**config.mk**
```make
export PLATFORM = sky130hd
export DESIGN_NAME = pr_ex_mem_flat
export DESIGN_NICKNAME = d
export VERILOG_FILES = /design/src/rtl/pr_ex_mem_if.sv /design/src/rtl/pr_ex_mem.sv /design/src/flat_wrapper.sv
export SDC_FILE = /design/constraint.sdc
export NUM_CORES = 1
export LEC_CHECK = 0
export CORE_MARGIN = 5
export CORE_UTILIZATION = 39
export DETAILED_ROUTE_END_ITERATION = 12
export GPL_TIMING_DRIVEN = 0
export PLACE_DENSITY = 0.81
export SYNTH_ARGS = -nofsm -noshare
export SYNTH_HDL_FRONTEND = slang
export SYNTH_SLANG_ARGS = --single-unit
```
**constraint.sdc**
```tcl
create_clock -name clk -period 2.1 [get_ports clk]
set_clock_uncertainty 0.1 [all_clocks]
set_input_delay 0.42 -clock clk [delete_from_list [all_inputs] [get_ports clk]]
set_output_delay 0.42 -clock clk [all_outputs]
set_load 0.05 [all_outputs]
```
**src/rtl/pr_ex_mem_if.sv**
```systemverilog
// EX/MEM pipeline register bus: EX-side inputs, MEM-side outputs, stall/flush control.
interface pr_ex_mem_if;
    localparam int unsigned XLEN = 32;

    logic            stall;
    logic            flush;

    logic [XLEN-1:0] pc_ex_i;
    logic [XLEN-1:0] pc4_ex_i;
    logic            instr_valid_ex_i;
    logic [XLEN-1:0] alu_result_ex_i;
    logic [XLEN-1:0] store_data_ex_i;
    logic            dram_we_ex_i;
    logic            rf_we_ex_i;
    logic [1:0]      wd_sel_ex_i;
    logic [4:0]      wr_ex_i;
    logic [3:0]      sl_type_ex_i;

    logic [XLEN-1:0] pc_mem_o;
    logic [XLEN-1:0] pc4_mem_o;
    logic            instr_valid_mem_o;
    logic [XLEN-1:0] alu_result_mem_o;
    logic [XLEN-1:0] dram_addr_o;
    logic [XLEN-1:0] dram_wdata_o;
    logic [3:0]      dram_be_o;
    logic            dram_we_mem_o;
    logic            rf_we_mem_o;
    logic [1:0]      wd_sel_mem_o;
    logic [4:0]      wr_mem_o;
    logic [3:0]      sl_type_mem_o;
    logic [1:0]      byte_off_mem_o;
    logic            misalign_mem_o;
    logic            fwd_valid_mem_o;
    logic [XLEN-1:0] fwd_data_mem_o;

    // Upstream side: drives EX values and pipeline control, observes MEM stage.
    modport master (
        output stall, flush,
        output pc_ex_i, pc4_ex_i, instr_valid_ex_i, alu_result_ex_i, store_data_ex_i,
        output dram_we_ex_i, rf_we_ex_i, wd_sel_ex_i, wr_ex_i, sl_type_ex_i,
        input  pc_mem_o, pc4_mem_o, instr_valid_mem_o, alu_result_mem_o, dram_addr_o,
        input  dram_wdata_o, dram_be_o, dram_we_mem_o, rf_we_mem_o, wd_sel_mem_o,
        input  wr_mem_o, sl_type_mem_o, byte_off_mem_o, misalign_mem_o,
        input  fwd_valid_mem_o, fwd_data_mem_o
    );

    // Pipeline register side.
    modport slave (
        input  stall, flush,
        input  pc_ex_i, pc4_ex_i, instr_valid_ex_i, alu_result_ex_i, store_data_ex_i,
        input  dram_we_ex_i, rf_we_ex_i, wd_sel_ex_i, wr_ex_i, sl_type_ex_i,
        output pc_mem_o, pc4_mem_o, instr_valid_mem_o, alu_result_mem_o, dram_addr_o,
        output dram_wdata_o, dram_be_o, dram_we_mem_o, rf_we_mem_o, wd_sel_mem_o,
        output wr_mem_o, sl_type_mem_o, byte_off_mem_o, misalign_mem_o,
        output fwd_valid_mem_o, fwd_data_mem_o
    );
endinterface

```
**src/rtl/pr_ex_mem.sv**
```systemverilog
// EX/MEM pipeline register with data-memory lane pre-computation,
// misalignment detection and MEM-stage forwarding source.
module pr_ex_mem #(
    parameter int unsigned XLEN     = 32,
    parameter logic [31:0] RESET_PC = 32'h0000_0000
) (
    input  logic        clk,
    input  logic        rst,
    pr_ex_mem_if.slave  bus
);
    localparam logic [3:0] SL_LB  = 4'd1;
    localparam logic [3:0] SL_LBU = 4'd2;
    localparam logic [3:0] SL_LH  = 4'd3;
    localparam logic [3:0] SL_LHU = 4'd4;
    localparam logic [3:0] SL_LW  = 4'd5;
    localparam logic [3:0] SL_SB  = 4'd6;
    localparam logic [3:0] SL_SH  = 4'd7;
    localparam logic [3:0] SL_SW  = 4'd8;

    localparam logic [1:0] WD_DRAM = 2'd1;
    localparam logic [1:0] WD_PC4  = 2'd2;

    localparam logic [XLEN-1:0] BUBBLE_PC  = XLEN'(RESET_PC);
    localparam logic [XLEN-1:0] BUBBLE_PC4 = XLEN'(RESET_PC + 32'd4);

    logic [XLEN-1:0] pc_q, pc_d;
    logic [XLEN-1:0] pc4_q, pc4_d;
    logic            valid_q, valid_d;
    logic [XLEN-1:0] alu_q, alu_d;
    logic [XLEN-1:0] wdata_q, wdata_d;
    logic [3:0]      be_q, be_d;
    logic            dram_we_q, dram_we_d;
    logic            rf_we_q, rf_we_d;
    logic [1:0]      wd_sel_q, wd_sel_d;
    logic [4:0]      wr_q, wr_d;
    logic [3:0]      sl_type_q, sl_type_d;
    logic            misalign_q, misalign_d;

    logic [1:0]      off;
    logic            is_byte;
    logic            is_half;
    logic            is_word;
    logic            mis;
    logic [3:0]      be_raw;
    logic [XLEN-1:0] wdata_raw;

    // Decode access size, byte lanes, store data replication and misalignment.
    always_comb begin
        off       = bus.alu_result_ex_i[1:0];
        is_byte   = 1'b0;
        is_half   = 1'b0;
        is_word   = 1'b0;
        wdata_raw = '0;
        case (bus.sl_type_ex_i)
            SL_LB, SL_LBU, SL_SB: is_byte = 1'b1;
            SL_LH, SL_LHU, SL_SH: is_half = 1'b1;
            SL_LW, SL_SW:         is_word = 1'b1;
            default:              ;
        endcase
        case (bus.sl_type_ex_i)
            SL_SB:   wdata_raw = {4{bus.store_data_ex_i[7:0]}};
            SL_SH:   wdata_raw = {2{bus.store_data_ex_i[15:0]}};
            SL_SW:   wdata_raw = bus.store_data_ex_i;
            default: wdata_raw = '0;
        endcase
        if (is_byte) begin
            be_raw = 4'b0001 << off;
        end else if (is_half) begin
            be_raw = 4'b0011 << off;
        end else if (is_word) begin
            be_raw = 4'b1111;
        end else begin
            be_raw = 4'b0000;
        end
        mis = bus.instr_valid_ex_i & ((is_half & off[0]) | (is_word & (off != 2'd0)));
    end

    // Next-state: flush loads a bubble, stall holds, otherwise capture EX.
    always_comb begin
        pc_d       = pc_q;
        pc4_d      = pc4_q;
        valid_d    = valid_q;
        alu_d      = alu_q;
        wdata_d    = wdata_q;
        be_d       = be_q;
        dram_we_d  = dram_we_q;
        rf_we_d    = rf_we_q;
        wd_sel_d   = wd_sel_q;
        wr_d       = wr_q;
        sl_type_d  = sl_type_q;
        misalign_d = misalign_q;
        if (bus.flush) begin
            pc_d       = BUBBLE_PC;
            pc4_d      = BUBBLE_PC4;
            valid_d    = 1'b0;
            alu_d      = '0;
            wdata_d    = '0;
            be_d       = '0;
            dram_we_d  = 1'b0;
            rf_we_d    = 1'b0;
            wd_sel_d   = '0;
            wr_d       = '0;
            sl_type_d  = '0;
            misalign_d = 1'b0;
        end else if (!bus.stall) begin
            pc_d       = bus.pc_ex_i;
            pc4_d      = bus.pc4_ex_i;
            valid_d    = bus.instr_valid_ex_i;
            alu_d      = bus.alu_result_ex_i;
            wdata_d    = wdata_raw;
            be_d       = mis ? 4'b0000 : be_raw;
            dram_we_d  = bus.dram_we_ex_i & bus.instr_valid_ex_i & ~mis;
            rf_we_d    = bus.rf_we_ex_i & bus.instr_valid_ex_i & ~mis;
            wd_sel_d   = bus.wd_sel_ex_i;
            wr_d       = bus.wr_ex_i;
            sl_type_d  = bus.sl_type_ex_i;
            misalign_d = mis;
        end
    end

    // State register with synchronous reset to a bubble.
    always_ff @(posedge clk) begin
        if (rst) begin
            pc_q       <= BUBBLE_PC;
            pc4_q      <= BUBBLE_PC4;
            valid_q    <= 1'b0;
            alu_q      <= '0;
            wdata_q    <= '0;
            be_q       <= '0;
            dram_we_q  <= 1'b0;
            rf_we_q    <= 1'b0;
            wd_sel_q   <= '0;
            wr_q       <= '0;
            sl_type_q  <= '0;
            misalign_q <= 1'b0;
        end else begin
            pc_q       <= pc_d;
            pc4_q      <= pc4_d;
            valid_q    <= valid_d;
            alu_q      <= alu_d;
            wdata_q    <= wdata_d;
            be_q       <= be_d;
            dram_we_q  <= dram_we_d;
            rf_we_q    <= rf_we_d;
            wd_sel_q   <= wd_sel_d;
            wr_q       <= wr_d;
            sl_type_q  <= sl_type_d;
            misalign_q <= misalign_d;
        end
    end

    assign bus.pc_mem_o          = pc_q;
    assign bus.pc4_mem_o         = pc4_q;
    assign bus.instr_valid_mem_o = valid_q;
    assign bus.alu_result_mem_o  = alu_q;
    assign bus.dram_addr_o       = {alu_q[XLEN-1:2], 2'b00};
    assign bus.dram_wdata_o      = wdata_q;
    assign bus.dram_be_o         = be_q;
    assign bus.dram_we_mem_o     = dram_we_q;
    assign bus.rf_we_mem_o       = rf_we_q;
    assign bus.wd_sel_mem_o      = wd_sel_q;
    assign bus.wr_mem_o          = wr_q;
    assign bus.sl_type_mem_o     = sl_type_q;
    assign bus.byte_off_mem_o    = alu_q[1:0];
    assign bus.misalign_mem_o    = misalign_q;

    // Loads are excluded from forwarding; the hazard unit stalls on them.
    assign bus.fwd_valid_mem_o   = valid_q & rf_we_q & (wr_q != 5'd0) & (wd_sel_q != WD_DRAM);
    assign bus.fwd_data_mem_o    = (wd_sel_q == WD_PC4) ? pc4_q : alu_q;
endmodule

```
**src/flat_wrapper.sv**
```systemverilog
// flat-port wrapper written by rule: the top's interface ports become plain ports
module pr_ex_mem_flat 
#(
    parameter int unsigned XLEN     = 32,
    parameter logic [31:0] RESET_PC = 32'h0000_0000
)
  (clk, rst, bus_stall, bus_flush, bus_pc_ex_i, bus_pc4_ex_i, bus_instr_valid_ex_i, bus_alu_result_ex_i, bus_store_data_ex_i, bus_dram_we_ex_i, bus_rf_we_ex_i, bus_wd_sel_ex_i, bus_wr_ex_i, bus_sl_type_ex_i, bus_pc_mem_o, bus_pc4_mem_o, bus_instr_valid_mem_o, bus_alu_result_mem_o, bus_dram_addr_o, bus_dram_wdata_o, bus_dram_be_o, bus_dram_we_mem_o, bus_rf_we_mem_o, bus_wd_sel_mem_o, bus_wr_mem_o, bus_sl_type_mem_o, bus_byte_off_mem_o, bus_misalign_mem_o, bus_fwd_valid_mem_o, bus_fwd_data_mem_o);
  pr_ex_mem_if bus_i ();
  input  logic clk;
  input  logic rst;
  input wire logic [$bits(bus_i.stall)-1:0] bus_stall;
  input wire logic [$bits(bus_i.flush)-1:0] bus_flush;
  input wire logic [$bits(bus_i.pc_ex_i)-1:0] bus_pc_ex_i;
  input wire logic [$bits(bus_i.pc4_ex_i)-1:0] bus_pc4_ex_i;
  input wire logic [$bits(bus_i.instr_valid_ex_i)-1:0] bus_instr_valid_ex_i;
  input wire logic [$bits(bus_i.alu_result_ex_i)-1:0] bus_alu_result_ex_i;
  input wire logic [$bits(bus_i.store_data_ex_i)-1:0] bus_store_data_ex_i;
  input wire logic [$bits(bus_i.dram_we_ex_i)-1:0] bus_dram_we_ex_i;
  input wire logic [$bits(bus_i.rf_we_ex_i)-1:0] bus_rf_we_ex_i;
  input wire logic [$bits(bus_i.wd_sel_ex_i)-1:0] bus_wd_sel_ex_i;
  input wire logic [$bits(bus_i.wr_ex_i)-1:0] bus_wr_ex_i;
  input wire logic [$bits(bus_i.sl_type_ex_i)-1:0] bus_sl_type_ex_i;
  output wire logic [$bits(bus_i.pc_mem_o)-1:0] bus_pc_mem_o;
  output wire logic [$bits(bus_i.pc4_mem_o)-1:0] bus_pc4_mem_o;
  output wire logic [$bits(bus_i.instr_valid_mem_o)-1:0] bus_instr_valid_mem_o;
  output wire logic [$bits(bus_i.alu_result_mem_o)-1:0] bus_alu_result_mem_o;
  output wire logic [$bits(bus_i.dram_addr_o)-1:0] bus_dram_addr_o;
  output wire logic [$bits(bus_i.dram_wdata_o)-1:0] bus_dram_wdata_o;
  output wire logic [$bits(bus_i.dram_be_o)-1:0] bus_dram_be_o;
  output wire logic [$bits(bus_i.dram_we_mem_o)-1:0] bus_dram_we_mem_o;
  output wire logic [$bits(bus_i.rf_we_mem_o)-1:0] bus_rf_we_mem_o;
  output wire logic [$bits(bus_i.wd_sel_mem_o)-1:0] bus_wd_sel_mem_o;
  output wire logic [$bits(bus_i.wr_mem_o)-1:0] bus_wr_mem_o;
  output wire logic [$bits(bus_i.sl_type_mem_o)-1:0] bus_sl_type_mem_o;
  output wire logic [$bits(bus_i.byte_off_mem_o)-1:0] bus_byte_off_mem_o;
  output wire logic [$bits(bus_i.misalign_mem_o)-1:0] bus_misalign_mem_o;
  output wire logic [$bits(bus_i.fwd_valid_mem_o)-1:0] bus_fwd_valid_mem_o;
  output wire logic [$bits(bus_i.fwd_data_mem_o)-1:0] bus_fwd_data_mem_o;
  assign bus_i.stall = bus_stall;
  assign bus_i.flush = bus_flush;
  assign bus_i.pc_ex_i = bus_pc_ex_i;
  assign bus_i.pc4_ex_i = bus_pc4_ex_i;
  assign bus_i.instr_valid_ex_i = bus_instr_valid_ex_i;
  assign bus_i.alu_result_ex_i = bus_alu_result_ex_i;
  assign bus_i.store_data_ex_i = bus_store_data_ex_i;
  assign bus_i.dram_we_ex_i = bus_dram_we_ex_i;
  assign bus_i.rf_we_ex_i = bus_rf_we_ex_i;
  assign bus_i.wd_sel_ex_i = bus_wd_sel_ex_i;
  assign bus_i.wr_ex_i = bus_wr_ex_i;
  assign bus_i.sl_type_ex_i = bus_sl_type_ex_i;
  assign bus_pc_mem_o = bus_i.pc_mem_o;
  assign bus_pc4_mem_o = bus_i.pc4_mem_o;
  assign bus_instr_valid_mem_o = bus_i.instr_valid_mem_o;
  assign bus_alu_result_mem_o = bus_i.alu_result_mem_o;
  assign bus_dram_addr_o = bus_i.dram_addr_o;
  assign bus_dram_wdata_o = bus_i.dram_wdata_o;
  assign bus_dram_be_o = bus_i.dram_be_o;
  assign bus_dram_we_mem_o = bus_i.dram_we_mem_o;
  assign bus_rf_we_mem_o = bus_i.rf_we_mem_o;
  assign bus_wd_sel_mem_o = bus_i.wd_sel_mem_o;
  assign bus_wr_mem_o = bus_i.wr_mem_o;
  assign bus_sl_type_mem_o = bus_i.sl_type_mem_o;
  assign bus_byte_off_mem_o = bus_i.byte_off_mem_o;
  assign bus_misalign_mem_o = bus_i.misalign_mem_o;
  assign bus_fwd_valid_mem_o = bus_i.fwd_valid_mem_o;
  assign bus_fwd_data_mem_o = bus_i.fwd_data_mem_o;
  pr_ex_mem #(.XLEN(XLEN), .RESET_PC(RESET_PC)) u_core (.clk(clk), .rst(rst), .bus(bus_i));
endmodule
```
==> reports/qor.csv <==
stage,metric,value,unit
outcome,status,"complete, but fails checks",
outcome,violations,negative setup slack,
final_layout,final_cells,1255,
final_layout,drive_gt1_share,17.6,%
synth,syn_avg_cell_area,10.1,um^2
worst_setup_path,crit_required,1580,ps
synth,syn_inst,644,
placement,dp.cells,1219,
power_and_ir_drop,ir_drop,0.522,mV
synth,ys_ff_latch,147,
drt,dr_total_vias,6327,
worst_setup_path,crit_top_cell,buf_12,
synth,synth_ff_type,dfxtp_1,
sta,rsz0062_at_grt,true,
power_and_ir_drop,intPower,5.59,mW
synth,synth_adder_area_share,0.773,%
clock_network,clkSinkCount,147,
sta,slew_viol_final,0,
global_route,grt_pass1_wl,37900,um
drt,drt-total-wl,25100,um
die,die_x,139,um
die,rows,47,
final_layout,multi_input_area,3070,um^2
synth,ys_warn_count,0,
clock_network,cts_tree,built,
power_and_ir_drop,switching_share,27.4,%
worst_setup_path,r2r_slack,1130,ps
die,die-area,19300,um^2
clock_network,clk_pin_slew_worst_paths,60,ps
drt,ant_nets,0,
flow_run,drv_cap,0,
worst_setup_path,cpPeakStageDelay,360,ps
power_and_ir_drop,p_per_area,696,nW/um^2
clock_network,clk_path_buf_depth,2,
synth,yosys.area_share.xor_xnor,0,%
placement,dp.final_hpwl,19000,um
final_layout,seqCellArea,2950,um^2
drt,drc,0,
power_and_ir_drop,pwr-share-seq,38.2,%
placement,post-place-ws,-704,ps
worst_setup_path,critPathCaptureType,primary output,
synth,synth_mux_area_share,23.7,%
global_route,grt_usage,25.0,%
die,start_util,39.5,%
placement,gp_congestion,0.840,
worst_setup_path,crit_slowest_cell,dfxtp_4,
drt,dr.pass1.iters,6,
sta,period_needed,2230,ps
sta,worst_pin_slew,637,ps
die,io_pins,360,
min_path,whs_path_depth,2,
final_layout,final_common_cell,clkdlybuf4s50_1,
sta,fin_crit_sh,106,%
power_and_ir_drop,p_switching,2.11,mW
power_and_ir_drop,clock_power_share,41.9,%
global_route,grt_max_degree,17,
min_path,hp-start,u_core.bus.sl_type_mem_o[1]$_SDFFE_PP0N_,
placement,portBuffers,354,
synth,ys_types,45,
drt,wl_per_cell,20.0,um
die,core_area,16400,um^2
power_and_ir_drop,leakagePower,5.67,nW
clock_network,cts_buffers,17,
synth,async_reset_ff_share,0,%
power_and_ir_drop,power,7.70,mW
synth,synth_compound_area_share,7.54,%
power_and_ir_drop,combPwrFrac,19.9,%
drt,viasPerCell,5.04,
synth,mappedNetlistArea,6470,um^2
drt,drtIter0Drc,340,
sta,holdWs,374,ps
synth,ys_seq_area_share,45.4,%
worst_setup_path,cp_cell_sequence,"nor2b_4, buf_12, buf_12, mux2_2, buf_6",
sta,maxSlewHeadroom,57.4,%
min_path,hold_path_end,u_core.bus.sl_type_mem_o[1]$_SDFFE_PP0N_,
final_layout,area_delta_synth_final,70.9,%
global_route,antenna_found_initial,1,
clock_network,insertion_delay,410,ps
die,die_height,139,um
sta,setup_slack,-133,ps
min_path,hold_class,reg2reg,
worst_setup_path,r2r_start,u_core.bus.dram_wdata_o[11]$_SDFFE_PP0N_,
clock_network,h-tree-depth,4,
worst_setup_path,cpLargestDelayFamily,buffers and inverters,
sta,hold_viol,0,
final_layout,n_fill_cell,1305,
global_route,grt_pass1_vias,6610,
sta,finalSetupViolations,32,
synth,synth-simple-area-share,14.4,%
worst_setup_path,worst-path-max-fanout,10,
worst_setup_path,timing.rr.end,u_core.bus.dram_wdata_o[11]$_SDFFE_PP0N_,
final_layout,mostFrequentLayoutCells,"clkdlybuf4s50_1, dlygate4sd2_1, dfxtp_1",
worst_setup_path,critPathKind,reg2out,
sta,fmax,0.448,GHz
synth,synth_edf_count,0,
worst_setup_path,critPathLaunchType,flip-flop,
worst_setup_path,crit_buf_inv,3,
worst_setup_path,crit_arrival,1710,ps
worst_setup_path,reg2regPathDepth,2,
clock_network,clk_root_buffer_cell,clkbuf_16,
final_layout,finalNetCount,1173,
global_route,overflow,0,
synth,synth_top_family_by_area,multiplexers,
## cells in the mapped netlist, drive strengths merged, types with 5 or more instances
| cell | count | area, um^2 |
|---|---|---|
| nand3 | 7 | 35.0 |
| dfxtp | 147 | 2940 |
| a21oi | 7 | 57.6 |
| nor2 | 128 | 480 |
| mux2 | 40 | 450 |
| nor2b | 20 | 125 |
| nor3 | 17 | 85.1 |
| mux2i | 108 | 1080 |
| buf | 61 | 414 |
| a221oi | 16 | 140 |
| a222oi | 8 | 80.1 |
| clkbuf | 23 | 86.3 |
| a22oi | 9 | 67.6 |
| inv | 5 | 23.8 |
## layout make-up
type / instances / area share (%)
inverter: 5 / 0.215
clock inverter: 9 / 1.39
sequential: 147 / 26.6
multi-input combinational: 409 / 27.7
timing repair buffer: 360 / 32.2
clock buffer: 21 / 4.25
antenna: 1 / 0.0226
tap: 220 / 2.49
buffer: 83 / 5.03
## per-stage QoR
step / utilization (%) / area, um^2 / setup TNS, ps
6_report: 67.4 / 11100 / -3350
5_1_grt: 67.4 / 11100 / -5410
4_1_cts: 66.8 / 11000 / -5260
3_5_place_dp: 62.8 / 10300 / -71860
3_3_place_gp: 62.8 / 10300 / -69540
2_1_floorplan: - / 6480 / 0
## power groups by stage
| stage | sequential, mW | clock (mW) | combinational [mW] |
|---|---|---|---|
| floorplan | 3.28 | 0 | 0.607 |
| global placement | 3.00 | 0 | 1.53 |
| detailed placement | 3.01 | 0 | 1.54 |
| CTS | 2.94 | 3.27 | 1.53 |
| global route | 2.95 | 3.39 | 1.62 |
| finish | 2.94 | 3.23 | 1.53 |
## how the worst max path moves through the flow
stage / cells past startpoint / endpoint / startpoint
after floorplan: 2 / bus_fwd_valid_mem_o / u_core.bus.instr_valid_mem_o$_SDFFE_PP0N_
after global placement: 5 / bus_fwd_data_mem_o[24] / u_core.bus.wd_sel_mem_o[0]$_SDFFE_PP0N_
after detailed placement: 5 / bus_fwd_data_mem_o[24] / u_core.bus.wd_sel_mem_o[1]$_SDFFE_PP0N_
after CTS: 5 / bus_fwd_data_mem_o[4] / u_core.bus.wd_sel_mem_o[0]$_SDFFE_PP0N_
after global routing: 5 / bus_fwd_data_mem_o[23] / u_core.bus.wd_sel_mem_o[0]$_SDFFE_PP0N_
final: 5 / bus_fwd_data_mem_o[23] / u_core.bus.wd_sel_mem_o[0]$_SDFFE_PP0N_
## timing repair
| action | CTS | global route |
|---|---|---|
| endpoints found under the setup margin | 200 | 78 |
| buffers inserted | 3 | 2 |
| hold endpoints to repair | 0 | 0 |
| pin swaps | 0 | 1 |
| gates cloned | 1 | 0 |
| gates resized for setup | 416 | 35 |
| hold buffers | 0 | 0 |
## layer usage
layer  global-route usage, %  part of all wire (%)  up-vias  wire length, um
met2                    43.1                    49      340            12400
met3                    8.14                   9.6       42             2410
li1                        -                     -     2974                -
met1                    28.4                    38     2971             9580
met5                       0                     0        -                0
met4                    10.6                   2.8        0              697
## worst register-to-register path: cells and delay by family (launching register included)
family | cells | cell delay [ps]
AO/OA/AOI/OAI | 1 | 370
AND/OR/NAND/NOR | 1 | 80
flip-flops | 1 | 310
## flip-flops by register name (all words and copies together), names as in the netlist
| name | count |
|---|---|
| u_core.bus.alu_result_mem_o | 32 |
| u_core.bus.dram_be_o | 4 |
| u_core.bus.dram_wdata_o | 32 |
| u_core.bus.dram_we_mem_o | 1 |
| u_core.bus.instr_valid_mem_o | 1 |
| u_core.bus.misalign_mem_o | 1 |
| u_core.bus.pc4_mem_o | 32 |
| u_core.bus.pc_mem_o | 32 |
| u_core.bus.rf_we_mem_o | 1 |
| u_core.bus.sl_type_mem_o | 4 |
| u_core.bus.wd_sel_mem_o | 2 |
| u_core.bus.wr_mem_o | 5 |
## cells by family (layout without fill, tap and decap cells)
| kind of cell | count (synthesis) | after routing |
|---|---|---|
| simple gates | 196 | 196 |
| compound gates | 59 | 59 |
| other cells | 1 | 3 |
| flops | 147 | 147 |
| buf+inv | 89 | 478 |
| fa+ha+maj | 4 | 4 |
| mux | 148 | 148 |
Power figures use the tool's default switching activity.
